==> src/rtl/vacc_sched_defs.vh <==
// State encodings for the vector accumulator scheduler FSM.
// Included inside vector_acc_scheduler_pkg only.
localparam logic [2:0] StIdleEnc     = 3'd0;
localparam logic [2:0] StWaitSyncEnc = 3'd1;
localparam logic [2:0] StPrimeEnc    = 3'd2;
localparam logic [2:0] StFillEnc     = 3'd3;
localparam logic [2:0] StRunEnc      = 3'd4;

==> src/rtl/vector_acc_scheduler_pkg.sv <==
// Shared types for the vector accumulator scheduler.
// Optional sync checking is selected by VACC_SCHED_SYNC_CHECK_EN in the top and counter.
package vector_acc_scheduler_pkg;

   `include "vacc_sched_defs.vh"

   typedef enum logic [2:0] {
      StIdle     = StIdleEnc,
      StWaitSync = StWaitSyncEnc,
      StPrime    = StPrimeEnc,
      StFill     = StFillEnc,
      StRun      = StRunEnc
   } state_e;

endpackage

==> src/rtl/vacc_pos_counter.sv <==
// Sample/vector position tracker: samp_cnt modulo VECTOR_LEN, vec_cnt within an integration.
// VACC_SCHED_SYNC_CHECK_EN adds the samp_zero output used for misalignment detection.
module vacc_pos_counter #(
   parameter int unsigned VECTOR_LEN    = 64,
   parameter int unsigned ACC_LEN_WIDTH = 16
) (
   input  logic                         clk,
   input  logic                         rst_n,
   input  logic                         clear,
   input  logic                         start,
   input  logic                         count_en,
   input  logic                         din_valid,
   input  logic                         resync,
   input  logic                         vec_clr,
   input  logic [ACC_LEN_WIDTH-1:0]     len_q,
`ifdef VACC_SCHED_SYNC_CHECK_EN
   output logic                         samp_zero,
`endif
   output logic                         vec_end,
   output logic                         last_vec
);

   localparam int unsigned SampW = $clog2(VECTOR_LEN);

   logic [SampW-1:0]         samp_q, samp_d;
   logic [ACC_LEN_WIDTH-1:0] vec_q, vec_d;
   logic                     at_end;

   always_comb begin
      samp_d   = samp_q;
      vec_d    = vec_q;
      at_end   = (samp_q == SampW'(VECTOR_LEN - 1));
      // A resync on the last position replaces the vector end.
      vec_end  = count_en & din_valid & at_end & ~resync;
      last_vec = (vec_q == len_q - 1'b1);
      if (clear) begin
         samp_d = '0;
         vec_d  = '0;
      end else if (start) begin
         samp_d = SampW'(1);
         vec_d  = '0;
      end else if (count_en && din_valid) begin
         if (resync) begin
            samp_d = SampW'(1);
         end else begin
            samp_d = samp_q + 1'b1;
            if (at_end) begin
               vec_d = vec_clr ? '0 : vec_q + 1'b1;
            end
         end
      end
   end

`ifdef VACC_SCHED_SYNC_CHECK_EN
   assign samp_zero = (samp_q == '0);
`endif

   always_ff @(posedge clk or negedge rst_n) begin
      if (!rst_n) begin
         samp_q <= '0;
         vec_q  <= '0;
      end else begin
         samp_q <= samp_d;
         vec_q  <= vec_d;
      end
   end

endmodule

==> src/rtl/vector_acc_scheduler.sv <==
// Sequencer for the unsigned vector accumulator: new_acc generation and dump gating/tagging.
// Define VACC_SCHED_SYNC_CHECK_EN to enable mid-stream sync_in checking and misalign_err.
module vector_acc_scheduler
   import vector_acc_scheduler_pkg::*;
#(
   parameter int unsigned VECTOR_LEN    = 64,
   parameter int unsigned ACC_LEN_WIDTH = 16,
   parameter int unsigned ACC_CNT_WIDTH = 32
) (
   input  logic                          clk,
   input  logic                          rst_n,
   input  logic                          enable,
   input  logic [ACC_LEN_WIDTH-1:0]      acc_len,
   input  logic                          din_valid,
   input  logic                          sync_in,
   output logic                          new_acc,
   input  logic                          acc_dout_valid,
   output logic                          dout_valid,
   output logic [$clog2(VECTOR_LEN)-1:0] dout_chan,
   output logic [ACC_CNT_WIDTH-1:0]      acc_id,
   output logic                          busy,
   output logic                          misalign_err
);

   localparam int unsigned ChanW = $clog2(VECTOR_LEN);

   state_e                   state_q, state_d;
   logic [ACC_LEN_WIDTH-1:0] len_q, len_d;
   logic                     new_acc_q, new_acc_d;
   logic                     primed_q, primed_d;
   logic                     skip_q, skip_d;
   logic [ChanW-1:0]         chan_q, chan_d;
   logic [ACC_CNT_WIDTH-1:0] id_q, id_d;

   logic in_active, start, resync, vec_end, last_vec, boundary;

   assign in_active = (state_q == StPrime) || (state_q == StFill) || (state_q == StRun);
   assign boundary  = vec_end & ((state_q == StPrime) | last_vec);

`ifdef VACC_SCHED_SYNC_CHECK_EN
   logic samp_zero;
   logic err_q, err_d;

   assign resync = in_active & din_valid & sync_in & ~samp_zero;

   always_comb begin
      err_d = err_q | resync;
   end

   always_ff @(posedge clk or negedge rst_n) begin
      if (!rst_n) begin
         err_q <= 1'b0;
      end else begin
         err_q <= err_d;
      end
   end

   assign misalign_err = err_q;
`else
   assign resync       = 1'b0;
   assign misalign_err = 1'b0;
`endif

   vacc_pos_counter #(
      .VECTOR_LEN    (VECTOR_LEN),
      .ACC_LEN_WIDTH (ACC_LEN_WIDTH)
   ) u_pos_counter (
      .clk       (clk),
      .rst_n     (rst_n),
      .clear     (state_q == StIdle),
      .start     (start),
      .count_en  (in_active),
      .din_valid (din_valid),
      .resync    (resync),
      .vec_clr   (new_acc_d),
      .len_q     (len_q),
`ifdef VACC_SCHED_SYNC_CHECK_EN
      .samp_zero (samp_zero),
`endif
      .vec_end   (vec_end),
      .last_vec  (last_vec)
   );

   always_comb begin
      state_d   = state_q;
      new_acc_d = 1'b0;
      len_d     = len_q;
      start     = 1'b0;
      unique case (state_q)
         StIdle: begin
            if (enable) state_d = StWaitSync;
         end
         StWaitSync: begin
            if (!enable) begin
               state_d = StIdle;
            end else if (din_valid && sync_in) begin
               state_d = StPrime;
               start   = 1'b1;
            end
         end
         StPrime: begin
            if (!enable) begin
               state_d = StIdle;
            end else if (boundary) begin
               state_d   = StFill;
               new_acc_d = 1'b1;
            end
         end
         StFill, StRun: begin
            // enable only matters here at a boundary, so the final dump is always requested.
            if (boundary) begin
               new_acc_d = 1'b1;
               state_d   = enable ? StRun : StIdle;
            end
         end
         default: state_d = StIdle;
      endcase
      if (new_acc_d) begin
         len_d = (acc_len == '0) ? ACC_LEN_WIDTH'(1) : acc_len;
      end
   end

   always_comb begin
      primed_d = primed_q;
      skip_d   = skip_q;
      chan_d   = chan_q;
      id_d     = id_q;
      if (primed_q && acc_dout_valid) begin
         chan_d = chan_q + 1'b1;
         if (chan_q == ChanW'(VECTOR_LEN - 1)) begin
            if (skip_q) skip_d = 1'b0;
            else        id_d   = id_q + 1'b1;
         end
      end
      // The dump right after the PRIME boundary holds sums from before the stream was aligned.
      if ((state_q == StPrime) && new_acc_d) begin
         primed_d = 1'b1;
         skip_d   = 1'b1;
         chan_d   = '0;
      end
   end

   always_ff @(posedge clk or negedge rst_n) begin
      if (!rst_n) begin
         state_q   <= StIdle;
         len_q     <= '0;
         new_acc_q <= 1'b0;
         primed_q  <= 1'b0;
         skip_q    <= 1'b0;
         chan_q    <= '0;
         id_q      <= '0;
      end else begin
         state_q   <= state_d;
         len_q     <= len_d;
         new_acc_q <= new_acc_d;
         primed_q  <= primed_d;
         skip_q    <= skip_d;
         chan_q    <= chan_d;
         id_q      <= id_d;
      end
   end

   assign new_acc    = new_acc_q;
   assign dout_valid = acc_dout_valid & primed_q & ~skip_q;
   assign dout_chan  = chan_q;
   assign acc_id     = id_q;
   assign busy       = (state_q != StIdle);

endmodule

==> config.mk <==
export PLATFORM = sky130hd
export DESIGN_NAME = vector_acc_scheduler
export DESIGN_NICKNAME = d
export VERILOG_FILES = /design/src/rtl/vector_acc_scheduler_pkg.sv /design/src/rtl/vacc_pos_counter.sv /design/src/rtl/vector_acc_scheduler.sv
export VERILOG_INCLUDE_DIRS = /design/src /design/src/rtl
export SDC_FILE = /design/constraint.sdc
export NUM_CORES = 1
export LEC_CHECK = 0
export ABC_AREA = 1
export ABC_CLOCK_PERIOD_IN_PS = 1900
export CELL_PAD_IN_SITES_DETAIL_PLACEMENT = 0
export CELL_PAD_IN_SITES_GLOBAL_PLACEMENT = 2
export CORE_MARGIN = 1.5
export CORE_UTILIZATION = 30
export CTS_BUF_LIST = sky130_fd_sc_hd__clkbuf_4
export DETAILED_ROUTE_END_ITERATION = 7
export PLACE_DENSITY = 0.81
export SYNTH_ARGS = -nofsm -noshare
export SYNTH_HDL_FRONTEND = slang
export SYNTH_SLANG_ARGS = --single-unit
==> constraint.sdc <==
create_clock -name clk -period 1.9 [get_ports clk]
set_input_delay 0.38 -clock clk [delete_from_list [all_inputs] [get_ports clk]]
set_output_delay 0.38 -clock clk [all_outputs]
set_load 0.05 [all_outputs]
# [After elaboration in Yosys (flattened, before gate mapping)]
# Cells that the tools add are included.
[op_classes] add_sub_neg=5 eq_ne=11 n_mux=28 bitwise_logic=7 reduce_logical=18
[ops] operator="$mux W16" count=6
[ops] operator="$add A32 B1 Y32 const B" count=1
[ops] operator="$mux W6" count=5
[ops] operator="$mux W3" count=7
[ops] operator="$add A16 B1 Y16 const B" count=1
[ops] operator="$eq A16 B16 Y1" count=1
[ops] operator="$logic_not A16 Y1" count=1
[ops] operator="$sub A16 B1 Y16 const B" count=1
[ops] operator="$add A6 B1 Y6 const B" count=2
[ops] operator="$eq A6 B6 Y1 const B" count=2
[ops] operator="$pmux W3 S4" count=1
[ops] operator="$reduce_bool A3 Y1" count=3
[ops] operator="$mux W1" count=8
[ops] operator="$eq A3 B2 Y1 const B" count=2
[ops] operator="$ne A3 B3 Y1 const B" count=2
[ops] operator="$and A1 B1 Y1" count=5
[ops] operator="$logic_and A1 B1 Y1" count=4
[ops] operator="$ne A2 B2 Y1 const B" count=2
[ops] operator="$reduce_and A2 Y1" count=2
[ops] operator="$reduce_and A4 Y1" count=1
[ops] operator="$reduce_bool A2 Y1" count=2
[ops] operator="$eq A3 B1 Y1 const B" count=1
[ops] operator="$eq A3 B3 Y1 const B" count=1
[ops] operator="$logic_not A3 Y1" count=1
[ops] operator="6 further kinds" count=7
[word_totals] register_bits=82 input_bits=22 wordCells=78

# [Longest topological paths before layout]
# Gate-level depths: netlist of run 1.
[logic_depth] ltp_word=14 depth_mapped=18 depth_no_buf=18

# [Cells and area by module]
# Synthesis of run 1 repeated with hierarchy kept, for this count alone.
[unflattened] cells_unflattened=768 hier_area_um2=5263.8
[by_module_without_submodules] mod="vector_acc_scheduler" n_inst=1 cells_per_inst=465 area_per_inst_um2=3380.7 seq_area_each_um2=1501.4
[by_module_without_submodules] mod="vacc_pos_counter" n_inst=1 cells_per_inst=303 area_per_inst_um2=1883.1 seq_area_each_um2=550.5

# [Worst setup path after synthesis of run 1]
# Ideal clock, no wire load.
[synth_timing] kind="flip-flop to flip-flop" from="reg chan_q[0], in the netlist dout_chan[0]" to="reg id_q[27], in the netlist acc_id[27]" setup_time_ns=0.123 t_arrival_ns=2.270 t_required_ns=1.777 slack_ns=-0.493 path_stages_with_launch=12 path_buffers=0 period_less_slack_ns=2.393 path_cell_list="dfrtp_1 > ha_1 > nand2_1 > nor2_1 > nand3_2 > nor2_4 > nand2_2 > nor3_4 > nor3b_4 > nand4_2 > o21ai_1 > nand2_1"
[synth_via] elab_chain_cells=2
[synth_rtl] element="start: declaration" line_no="vector_acc_scheduler.sv:32" text="logic [ChanW-1:0] chan_q, chan_d;"
[synth_rtl] element="start signal: assignment" line_no="vector_acc_scheduler.sv:158" text="chan_q <= chan_d;"
[synth_rtl] element="$eq A6 B6 Y1" line_no="vector_acc_scheduler.sv:130" text="if (chan_q == ChanW'(VECTOR_LEN - 1)) begin"
[synth_rtl] element="$reduce_and A3 Y1 (no source line)"
[synth_rtl] element="end signal: assignment" line_no="vector_acc_scheduler.sv:159" text="id_q <= id_d;"
[synth_rtl] element="end: declaration" line_no="vector_acc_scheduler.sv:33" text="logic [ACC_CNT_WIDTH-1:0] id_q, id_d;"
# Every way passes these cells.
# A chain may end at the register's enable or synchronous reset.

# [Final worst setup path of run 1]
[layout_timing] from="reg len_q[0]" to="reg skip_q"
[layout_via] elab_chain_cells=10 word_cells_on_any_way=12
[layout_rtl] element="start: declaration" line_no="vector_acc_scheduler.sv:28" text="logic [ACC_LEN_WIDTH-1:0] len_q, len_d;"
[layout_rtl] element="start signal: assignment" line_no="vector_acc_scheduler.sv:154" text="len_q <= len_d;"
[layout_rtl] element="$sub A16 B1 Y16 (*)" line_no="vacc_pos_counter.sv:35" text="last_vec = (vec_q == len_q - 1'b1);"
[layout_rtl] element="$eq A16 B16 Y1 (*)" line_no="vacc_pos_counter.sv:35"
[layout_rtl] element="$or A1 B1 Y1 (*)" line_no="vector_acc_scheduler.sv:38" text="assign boundary = vec_end & ((state_q == StPrime) | last_vec);"
[layout_rtl] element="$and A1 B1 Y1 (*)" line_no="vector_acc_scheduler.sv:38"
[layout_rtl] element="$mux W1 (*)" line_no="vector_acc_scheduler.sv:104, vector_acc_scheduler.sv:111"
[layout_rtl] element="$mux W1" line_no="vector_acc_scheduler.sv:102" text="if (!enable) begin"
[layout_rtl] element="$pmux W1 S2 (*)" line_no="vector_acc_scheduler.sv:89" text="unique case (state_q)"
[layout_rtl] element="$logic_and A1 B1 Y1 (*)" line_no="vector_acc_scheduler.sv:136" text="if ((state_q == StPrime) && new_acc_d) begin"
[layout_rtl] element="$reduce_bool A2 Y1 (no source line)"
[layout_rtl] element="$reduce_and A2 Y1 (no source line)"
[layout_rtl] element="end signal: assignment" line_no="vector_acc_scheduler.sv:157" text="skip_q <= skip_d;"
[layout_rtl] element="end: declaration" line_no="vector_acc_scheduler.sv:31" text="logic skip_q, skip_d;"
# Every way passes the cells marked *; elsewhere a longest branch is shown, timed or not.

==> run summary, run 1 <==
For this run, design rule violations remaining after detail routing come to 0. The total CTS buffers was 9. The proportion of layout cells with a drive suffix above 1 was 0.325; the worst hold-check slack was 0.478 ns.

The tools report the starting density of the core as 0.307. The setup clock skew after layout came out at 0.0211 ns. The run gives 4860 µm² as the synthesized cell area. The tree is rooted in a clkbuf_4.

During synthesis, Yosys emitted a total of 0 warnings. The first routing iteration left 215 violations. Counting every net in the synthesized netlist gives 637.

The run finished, with violations left. The share of the clock period used by the worst path is 1.16. The checks that failed: setup timing.

The total count of max-transition violations in the final report came out at 0. By startpoint and endpoint, the worst setup path is classified as reg2reg. The category of the worst setup path launch point was a flip-flop.

The cell-internal power came out at 0.00300 W. Based on the critical path, the design can be clocked at up to 452 MHz. The number of cells on the worst reg-to-reg path is 17. The smallest setup slack after layout came out at -0.311 ns. Part of the power in the clock network: 0.222.

The die extent in x works out to 130 µm. The async set-reset flop share out of synthesis works out to 1.00. The count of final hold-check violations is 0. After detailed routing, the total wire length is 13.0 mm.

The final weighted congestion of routability-driven global placement is 0.836. The count of input and output buffers works out to 62. The startpoint of the lowest-slack register-to-register path is len_q[0].

Data arrives at the worst endpoint at 2.57 ns. The power density over the cells is 673 nW/µm², and the number of max-cap violations is 0. The reg-to-reg endpoint was skip_q. The detailed-routing iteration count for the pre-antenna-repair pass is 4.

The floorplan step defined a die boundary enclosing 17000 µm². Compared with the post-synthesis result, the final layout area differs by 42.5%. Of all nets on the critical path, the largest fanout is 5. The tools report the met2 wirelength from detailed routing as 6.41 mm.

Endpoint class of the critical path: a flip-flop. The total met3 wirelength after detailed routing was 328 µm; the net switching power of the design was 0.00166 W. Measured along the y axis, the die boundary spans 130 µm. The first global-routing pass estimated 21.4 mm of wire. Dividing the detail-routed via count by the number of cells gives 4.44. The register bit total from synthesis is 82, and the number of synthesized flops with an enable pin is 0. The detailed router put a total of 6.03 mm of wire on met1.

The run gives 9.92 mm as the HPWL reported at the end of detailed placement. In this run the static leakage power is 3.29 nW. The initial antenna violation count is 1. The highest metal layer carrying signal wires in the routed design is met4. TritonCTS built the clock tree. CTS saw 82 sinks. Worst hold path class: in2async.

For the synthesized instance count, the log shows 610. The run gives 50 as the number of endpoints failing setup at the final stage. Primary flip-flop cell chosen by synthesis mapping: dfrtp_1. The detailed-route wire length per cell was 12.8 µm; the total overflow reported by the global router was 0.

The logs give 2 for the worst-case clock buffer depth and 0.162 for the global router's overall resource usage. The worst register-to-register path has a setup slack of -0.31 ns. The logs give 83 for the maximum number of pins on one net before global-route repair and 1581 for the count of filler cells inserted in the layout.

The post-detailed-route count of antenna-violating nets is 0. The tools report the relative contribution of sequential cells to total power as 0.416. At the worst endpoint, the required time is 2.26 ns.

Across the VDD grid, the largest voltage drop is 0.450 mV. Adding up every negative setup slack in the final design gives -11.86 ns. The region available for standard cell placement spans 15800 µm². The placement row count came out at 46. For the number of distinct library cell variants in the gate-level netlist after synthesis, the log shows 46. Setup repair after global routing could not meet its margin everywhere.

The routed layout has 4511 vias. The proportion of total power due to net switching was 0.357. Clock-pin slew was measured on the worst setup and hold paths at 0.14 ns. For this design the top-level I/O count stands at 64. The sequential-to-total area share from yosys stat was 0.422; the average footprint of a synthesized cell was 7.96 µm².

The via count of the first global-routing pass is 4427, and the H-tree depth is 3. The final critical-path required period is 2.21 ns. Portion of total power attributed to combinational logic: 0.362. For this run, the post-layout net count is 822.

The later pin in the worst-skew pair is clocked with a latency of 0.44 ns.
[cell usage after synthesis, drive strengths merged (2+ instances only)]
library cell,number,share of area
o21ai,36,0.044
nand2,175,0.14
inv,72,0.056
nand4,15,0.022
xor2,33,0.059
nor2,63,0.057
ha,5,0.013
a21oi,5,0.0059
dfrtp,82,0.42
nor4,10,0.014
nand3b,8,0.012
nand3,31,0.037
buf,7,0.011
xnor2,28,0.050
nor3,23,0.030
o21bai,2,0.0031
nor3b,4,0.0095
[placed cells by master, fill, tap and decap left out, types with 4 or more instances in the layout]
cell type	count
inv_2	5
xnor2_1	28
nand3b_1	8
buf_6	4
o21ai_0	12
nor2_1	48
nand2_1	163
nand2_2	9
inv_1	67
o21ai_1	9
buf_4	149
clkinv_4	4
nand4_1	13
dfrtp_1	67
nor2_2	8
nor2_4	7
nand3_1	26
a21oi_1	4
xor2_1	33
buf_12	5
nor3_2	5
nor3_1	16
dfrtp_2	15
o21ai_2	15
nor4_1	9
clkdlybuf4s50_1	20
clkbuf_4	9
[flip-flops by register name, summed over array words and instances, names as in the netlist]
signal / flops
len_q: 16
primed_q: 1
skip_q: 1
u_pos_counter.vec_q: 16
u_pos_counter.samp_q: 6
state_q: 3
dout_chan: 6
acc_id: 32
new_acc: 1
[power by group through the flow]
stage | Clock [W] | Sequential [W] | Combinational [W]
after floorplan | 0 | 0.00218 | 0.000602
after global placement | 0 | 0.00196 | 0.00163
after detailed placement | 0 | 0.00197 | 0.00166
after CTS | 0.00109 | 0.00194 | 0.00168
after global routing | 0.00117 | 0.00196 | 0.00186
final | 0.00103 | 0.00194 | 0.00169
[repair_timing]
action	4_1_cts	5_1_grt
endpoints found under the setup margin	55	60
hold buffers	1	0
resized for setup	15	27
cloned	1	1
hold endpoints to repair	82	0
buffers inserted	6	10
pin swaps	6	20
[per-layer routing]
layer | track usage | vias up
li1 | - | 2331
met1 | 0.208 | 2101
met2 | 0.275 | 61
met3 | 0.0250 | 18
met4 | 0.0595 | 0
met5 | 0 | -
[layout make-up]
class / instances / area (µm²) / area share
flip-flops and latches: 82 / 2070 / 0.299
well taps: 216 / 270 / 0.0390
multi-input cells: 448 / 2660 / 0.385
clock inverters: 7 / 70.1 / 0.0101
repair inverters: 1 / 8.76 / 0.00127
clock buffers: 9 / 67.6 / 0.00976
inverters: 73 / 287 / 0.0414
repair buffers: 180 / 1480 / 0.214
diodes: 1 / 2.50 / 0.000362
[logic make-up after synthesis]
family | share of synthesized area
and+or+nand+nor | 0.324
DFF | 0.422
buffers and inverters | 0.0688
xor gates and xnor gates | 0.110
AOI/OAI and AO/OA | 0.0616
adders and majority gates | 0.0129
other | 0.000772
[worst max-delay path, stage by stage (launching register included)]
cell	delay [ns]
dfrtp_1	0.41
inv_2	0.09
ha_4	0.16
nand2_4	0.08
nor2_4	0.15
buf_4	0.13
nand3b_1	0.07
nand2_1	0.08
nand2_1	0.05
inv_1	0.05
nand2_1	0.05
nor2_2	0.10
nand2_2	0.09
nand2_4	0.10
nand3_4	0.13
buf_6	0.16
buf_4	0.12
o21ai_2	0.11
[how the worst max path moves through the flow]
stage / startpoint / to / slack (ns) / cells past startpoint
2_1_floorplan: dout_chan[0] / acc_id[27] / -0.31 / 11
3_3_place_gp: acc_dout_valid / acc_id[27] / -0.35 / 11
3_5_place_dp: acc_dout_valid / acc_id[27] / -0.42 / 11
4_1_cts: len_q[0] / len_q[1] / -0.35 / 16
5_1_grt: len_q[0] / dout_chan[5] / -0.55 / 13
6_report: len_q[0] / skip_q / -0.31 / 17
[through the flow]
stage | total power, W | utilization | std cells | instance area (µm²) | setup slack, ns
after floorplan | 0.00279 | - | 610 | 4930 | -0.310
after global placement | 0.00360 | 0.409 | 981 | 6470 | -0.354
after detailed placement | 0.00362 | 0.409 | 981 | 6470 | -0.422
after CTS | 0.00470 | 0.424 | 1005 | 6710 | -0.353
after global routing | 0.00499 | 0.437 | 1017 | 6920 | -0.550
final | 0.00466 | 0.437 | 1017 | 6920 | -0.311
Note: power is estimated with default switching activity, not from simulation.
==> run 2: changes to the inputs <==
--- a/config.mk
+++ b/config.mk
@@ -7,7 +7,6 @@
 export NUM_CORES = 1
 export LEC_CHECK = 0
 export ABC_AREA = 1
-export ABC_CLOCK_PERIOD_IN_PS = 1900
 export CELL_PAD_IN_SITES_DETAIL_PLACEMENT = 0
 export CELL_PAD_IN_SITES_GLOBAL_PLACEMENT = 2
 export CORE_MARGIN = 1.5
==> results of run 2 <==
The final DEF is identical to that of run 1; final timing and power are the same.
